**src/rtl/midi_tx_scheduler.sv**
```systemverilog
// Round-robin scheduler sharing one MIDI UART transmitter between NUM_REQ message sources.
// Optional running-status byte suppression is enabled by defining MIDI_RUNNING_STATUS_EN.
module midi_tx_scheduler #(
    parameter int NUM_REQ     = 4,
    parameter int TIMEOUT_CYC = 4096
) (
    input  logic                   reg_clk,
    input  logic                   reset_reg_N,
    input  logic [NUM_REQ-1:0]     req,
    input  logic [24*NUM_REQ-1:0]  msg_data,
    input  logic [2*NUM_REQ-1:0]   msg_len,
    output logic [NUM_REQ-1:0]     ack,
    output logic [NUM_REQ-1:0]     done,
    output logic                   midi_send_byte,
    output logic [7:0]             midi_out_data,
    input  logic                   midi_out_ready,
    output logic                   busy,
    output logic [2:0]             grant_id,
    output logic                   tx_err,
    input  logic                   err_clr
);

    // state     | meaning
    // IDLE      | no message in flight, arbitrating over req
    // LATCH     | ack granted source, capture its message and length
    // STROBE    | present current byte, pulse midi_send_byte
    // WAIT_LOW  | wait for UART to go busy (ready low), bounded by TIMEOUT_CYC
    // WAIT_HIGH | wait for UART to return idle, then next byte or done
    typedef enum logic [2:0] {
        IDLE      = 3'd0,
        LATCH     = 3'd1,
        STROBE    = 3'd2,
        WAIT_LOW  = 3'd3,
        WAIT_HIGH = 3'd4
    } state_t;

    localparam int TW = (TIMEOUT_CYC > 1) ? $clog2(TIMEOUT_CYC) : 1;
    localparam logic [TW-1:0] TMO_LOAD = TW'(TIMEOUT_CYC - 1);

    state_t             r_state;
    state_t             w_next;
    logic [2:0]         r_grant;
    logic [2:0]         r_rr;
    logic [23:0]        r_msg;
    logic [1:0]         r_len;
    logic [1:0]         r_idx;
    logic [7:0]         r_out_data;
    logic [TW-1:0]      r_tmo;
    logic               r_tx_err;

    logic [2:0]         w_pick;
    logic               w_pick_vld;
    logic [23:0]        w_sel_data;
    logic [1:0]         w_sel_len;
    logic [NUM_REQ-1:0] w_onehot;
    logic               w_skip;
    logic [1:0]         w_start;
    logic               w_adv;
    logic               w_last;
    logic               w_tmo_hit;

    function automatic logic [7:0] byte_of(input logic [23:0] m, input logic [1:0] i);
        case (i)
            2'd0:    return m[23:16];
            2'd1:    return m[15:8];
            default: return m[7:0];
        endcase
    endfunction

    // First set req bit at or above the rr pointer, wrapping; lowest offset wins.
    always_comb begin
        w_pick     = 3'd0;
        w_pick_vld = 1'b0;
        for (int k = NUM_REQ - 1; k >= 0; k--) begin
            int j;
            j = int'(r_rr) + k;
            if (j >= NUM_REQ) j = j - NUM_REQ;
            if (req[j]) begin
                w_pick     = 3'(j);
                w_pick_vld = 1'b1;
            end
        end
    end

    assign w_sel_data = msg_data[24*r_grant +: 24];
    assign w_sel_len  = msg_len[2*r_grant +: 2];
    assign w_onehot   = {{(NUM_REQ-1){1'b0}}, 1'b1} << r_grant;
    assign w_last     = (r_idx == r_len - 2'd1);
    assign w_start    = w_skip ? 2'd1 : 2'd0;

`ifdef MIDI_RUNNING_STATUS_EN
    logic [7:0] r_last_status;
    logic [7:0] w_b0_sent;

    assign w_skip = (w_sel_len >= 2'd2) && (w_sel_data[23:16] >= 8'h80) &&
                    (w_sel_data[23:16] <= 8'hEF) && (w_sel_data[23:16] == r_last_status);
    assign w_b0_sent = r_msg[23:16];

    // Timeout clears; otherwise a completed byte0 updates per its class.
    always_ff @(posedge reg_clk or negedge reset_reg_N) begin
        if (!reset_reg_N) begin
            r_last_status <= 8'h00;
        end else if (w_tmo_hit) begin
            r_last_status <= 8'h00;
        end else if (w_adv && (r_idx == 2'd0)) begin
            if (w_b0_sent >= 8'h80 && w_b0_sent <= 8'hEF)
                r_last_status <= w_b0_sent;
            else if (w_b0_sent >= 8'hF0 && w_b0_sent <= 8'hF7)
                r_last_status <= 8'h00;
        end
    end
`else
    assign w_skip = 1'b0;
`endif

    always_comb begin
        w_next         = r_state;
        ack            = '0;
        done           = '0;
        midi_send_byte = 1'b0;
        w_adv          = 1'b0;
        w_tmo_hit      = 1'b0;
        case (r_state)
            IDLE: begin
                if (w_pick_vld) w_next = LATCH;
            end
            LATCH: begin
                ack = w_onehot;
                if (w_sel_len == 2'd0) begin
                    done   = w_onehot;
                    w_next = IDLE;
                end else begin
                    w_next = STROBE;
                end
            end
            STROBE: begin
                midi_send_byte = 1'b1;
                w_next         = WAIT_LOW;
            end
            WAIT_LOW: begin
                if (!midi_out_ready) begin
                    w_next = WAIT_HIGH;
                end else if (r_tmo == '0) begin
                    w_adv     = 1'b1;
                    w_tmo_hit = 1'b1;
                end
            end
            WAIT_HIGH: begin
                if (midi_out_ready) w_adv = 1'b1;
            end
            default: w_next = IDLE;
        endcase
        if (w_adv) begin
            if (w_last) begin
                done   = w_onehot;
                w_next = IDLE;
            end else begin
                w_next = STROBE;
            end
        end
    end

    always_ff @(posedge reg_clk or negedge reset_reg_N) begin
        if (!reset_reg_N) begin
            r_state    <= IDLE;
            r_grant    <= 3'd0;
            r_rr       <= 3'd0;
            r_msg      <= 24'd0;
            r_len      <= 2'd0;
            r_idx      <= 2'd0;
            r_out_data <= 8'd0;
            r_tmo      <= '0;
            r_tx_err   <= 1'b0;
        end else begin
            r_state <= w_next;
            if (r_state == IDLE && w_pick_vld) r_grant <= w_pick;
            if (r_state == LATCH) begin
                r_rr  <= (r_grant == 3'(NUM_REQ - 1)) ? 3'd0 : r_grant + 3'd1;
                r_msg <= w_sel_data;
                r_len <= w_sel_len;
                r_idx <= w_start;
                if (w_sel_len != 2'd0) r_out_data <= byte_of(w_sel_data, w_start);
            end
            if (r_state == STROBE)
                r_tmo <= TMO_LOAD;
            else if (r_state == WAIT_LOW && midi_out_ready && r_tmo != '0)
                r_tmo <= r_tmo - 1'b1;
            if (w_adv && !w_last) begin
                r_idx      <= r_idx + 2'd1;
                r_out_data <= byte_of(r_msg, r_idx + 2'd1);
            end
            if (w_tmo_hit)
                r_tx_err <= 1'b1;
            else if (err_clr)
                r_tx_err <= 1'b0;
        end
    end

    assign busy          = (r_state != IDLE);
    assign grant_id      = r_grant;
    assign midi_out_data = r_out_data;
    assign tx_err        = r_tx_err;

endmodule

```
**config.mk**
```make
export PLATFORM = sky130hd
export DESIGN_NAME = midi_tx_scheduler
export DESIGN_NICKNAME = d
export VERILOG_FILES = /design/src/rtl/midi_tx_scheduler.sv
export SDC_FILE = /design/constraint.sdc
export NUM_CORES = 1
export LEC_CHECK = 0
export ABC_CLOCK_PERIOD_IN_PS = 4200
export CAP_MARGIN = 30
export CELL_PAD_IN_SITES_DETAIL_PLACEMENT = 1
export CELL_PAD_IN_SITES_GLOBAL_PLACEMENT = 2
export CORE_ASPECT_RATIO = 0.75
export CORE_MARGIN = 3
export CORE_UTILIZATION = 42
export DETAILED_ROUTE_END_ITERATION = 16
export DONT_BUFFER_PORTS = 1
export HOLD_SLACK_MARGIN = 0.1
export PLACE_DENSITY = 0.85
export SYNTH_ARGS = -nofsm -noshare
export SYNTH_HDL_FRONTEND = slang
export SYNTH_SLANG_ARGS = --single-unit
```
**constraint.sdc**
```tcl
create_clock -name reg_clk -period 4.2 [get_ports reg_clk]
set_input_delay 1.05 -clock reg_clk [delete_from_list [all_inputs] [get_ports reg_clk]]
set_output_delay 1.05 -clock reg_clk [all_outputs]
set_load 0.02 [all_outputs]
```
==> flow_metrics.tcl <==
set metrics [dict create \
    vdd_drop_max_v 0.000377 \
    yosysTopAreaCellShare 0.384 \
    grt_start_max_net_pins 59 \
    grt_pass1_wl_um 17200 \
    wl_per_cell_um 23.8 \
    synthTopCellsByCount "58 x dfrtp_1, 34 x nand2_1, 30 x mux4_2" \
    report.final.slew_viol_count 0 \
    min_path_type "in -> async" \
    syn_inst 349 \
    r2r_start "r_rr[0]$_DFFE_PN0P_" \
    core_area_mm2 0.00860 \
    final_nets 468 \
    async_flop_share 1.00 \
    synth_ff_type "dfrtp_1" \
    synth_area_mm2 0.00378 \
    crit_required_ns 3.15 \
    grt_pass1_vias 3127 \
    fmax_mhz 252 \
    slew_headroom 0.443 \
    cp-start-kind "register" \
    synth_area_leaders "dfrtp_1 38%, mux4_2 18%, a22o_1 4.2%, ha_1 3.6%, nand2_1 3.4%" \
    num_vias 2963 \
    cp_max_fo 8 \
    vias_per_cell 6.47 \
    cts_buffers 9 \
    tightestPinTransition_ns 0.825 \
    gp_congestion 0.787 \
    whs_ns 0.413 \
    drc_errors 0 \
    r2r_setup_slack_ns 1.23 \
    first_pass_iters 4 \
    synth.distinct_cells 52 \
    power_density_mw_per_mm2 801 \
    avgSynthCellArea_um2 10.8 \
    io_pins 134 \
    ys_seq_area_frac 0.384 \
    cp.arrival_ns 2.92 \
    post-cts-setup-buffers 0 \
    setup_tns_ns 0 \
    ys_ff_latch 58 \
    rsz0062_at_grt "false" \
    drt-total-wl_um 10900 \
    drt_iter0_drc 160 \
    end_kind "output port" \
    yosysWarnings 0 \
    status "completed" \
    hpwl_um 8010 \
    areaGrowthSynthToFinish_pct 11.9 \
    insertion_delay_ns 0.33 \
    die_area_mm2 0.0102 \
    synth_edf_count 0 \
    cts_tree "built" \
    initial_utilization 0.440 \
    path_class "reg -> out" \
    synth_nets 472 \
    grt_usage 0.225 \
    holdBufCountCts 0 \
    antenna_cells 0 \
    clockRootBuffer "clkbuf_16" \
    ant_nets 0 \
    cap_violations 0 \
    synth_most_common_cell "dfrtp_1" \
    reg2reg_to "grant_id[2]$_DFFE_PN0P_" \
    worst-r2r-cell-count 6 \
    max-clock-path-buffers 2 \
    hold_violations 0 \
    synth_top_cell_by_area "dfrtp_1" \
    die_y_um 88.2 \
    io_buffers 0 \
    cts_max_level 3 \
    p_leak_nw 1.75 \
    clock_sinks 58 \
    antenna_found_initial 0 \
    row_count 29 \
    period_minus_slack_ns 3.97 \
    fin_skew_ns 0.00316 \
    ctsResizeCount 0 \
    setup-violations-final 0 \
    fin_crit_sh 0.945 \
    die_w_um 116 \
    final_cells 458 \
    clkSlewWorstSetupHoldPaths_ns 0.05 \
    drive_above_1_share 0.186 \
    grt_overflow 0 \
    dp_cells 442 \
]
-- kinds of logic after synthesis --
kind of cell | synth area share
AOI/OAI and AO/OA | 0.193
DFF | 0.384
buffers and inverters | 0.0543
and+or+nand+nor | 0.117
xor gates and xnor gates | 0.00695
muxes | 0.208
adders and majority gates | 0.0364
-- metrics by stage --
stage	cell area, um2	power, mW	utilization	worst slack, ns
floorplan	3780	2.17	-	0.565
global placement	3890	2.50	0.453	0.706
global route	4230	3.64	0.492	0.120
CTS	4230	3.42	0.492	0.234
finish	4230	3.39	0.492	0.233
detailed placement	3900	2.56	0.453	0.607
-- worst max-delay path, stage by stage, from the launching register on --
cell and delay, ns:
dfrtp_1 0.40, inv_1 0.14, ha_1 0.16, or4b_2 0.67, or4_4 0.51, a21bo_2 0.28
a211oi_1 0.24, buf_4 0.19
-- cell usage in the layout (no fill, tap or decap), drive strengths merged, types with 3 or more instances in the layout --
cell type  count
nor2           6
inv           22
a21o           3
or3            4
and3           4
mux2i         10
nor3           7
nand2b         3
a311oi         5
buf           13
nand3          5
bufinv         3
o21ai         21
a22o          18
o31ai          4
a211oi        10
a22oi          5
clkbuf        11
nand2         34
mux4          30
a2bb2oi        3
a21oi         15
ha            11
a221o          3
dfrtp         58
nor4           3
or4            5
-- routing by layer --
| metal | vias to the layer above | global-route usage | share of wire |
|---|---|---|---|
| met1 | 1497 | 0.309 | 0.44 |
| met4 | 0 | 0.0565 | 0.014 |
| met5 | - | 0 | 0 |
| met3 | 15 | 0.0953 | 0.090 |
| met2 | 110 | 0.330 | 0.46 |
| li1 | 1341 | - | - |
-- cell type report --
cell class              instances  area (um2)
fillers                       908        4370
clock buffers                  11         233
clock inverters                 5         103
flip-flops and latches         58        1450
well taps                     108         135
inverters                      22        82.6
repair buffers                 13        95.1
multi-input cells             241        2130
-- state kept, by name, indices dropped and copies added (netlist names) --
signal,count
r_msg,24
r_idx,2
midi_out_data,8
tx_err,1
r_len,2
grant_id,3
r_rr,3
r_tmo,12
r_state,3
-- worst max-delay path by stage --
stage | from | endpoint | slack, ns | cells past startpoint
after floorplan | r_tmo[0]$_DFFE_PN0P_ | done[0] | 0.57 | 7
after global placement | r_tmo[0]$_DFFE_PN0P_ | done[1] | 0.71 | 7
after detailed placement | r_tmo[0]$_DFFE_PN0P_ | done[2] | 0.61 | 7
after CTS | r_tmo[0]$_DFFE_PN0P_ | done[2] | 0.23 | 7
after global routing | r_tmo[0]$_DFFE_PN0P_ | done[2] | 0.12 | 7
final | r_tmo[0]$_DFFE_PN0P_ | done[2] | 0.23 | 7
-- power by group --
part	switching, mW	internal, mW
Clock	0.263	0.578
Combinational	0.798	0.702
Sequential	0.275	0.774
Power figures use the tool's default switching activity.
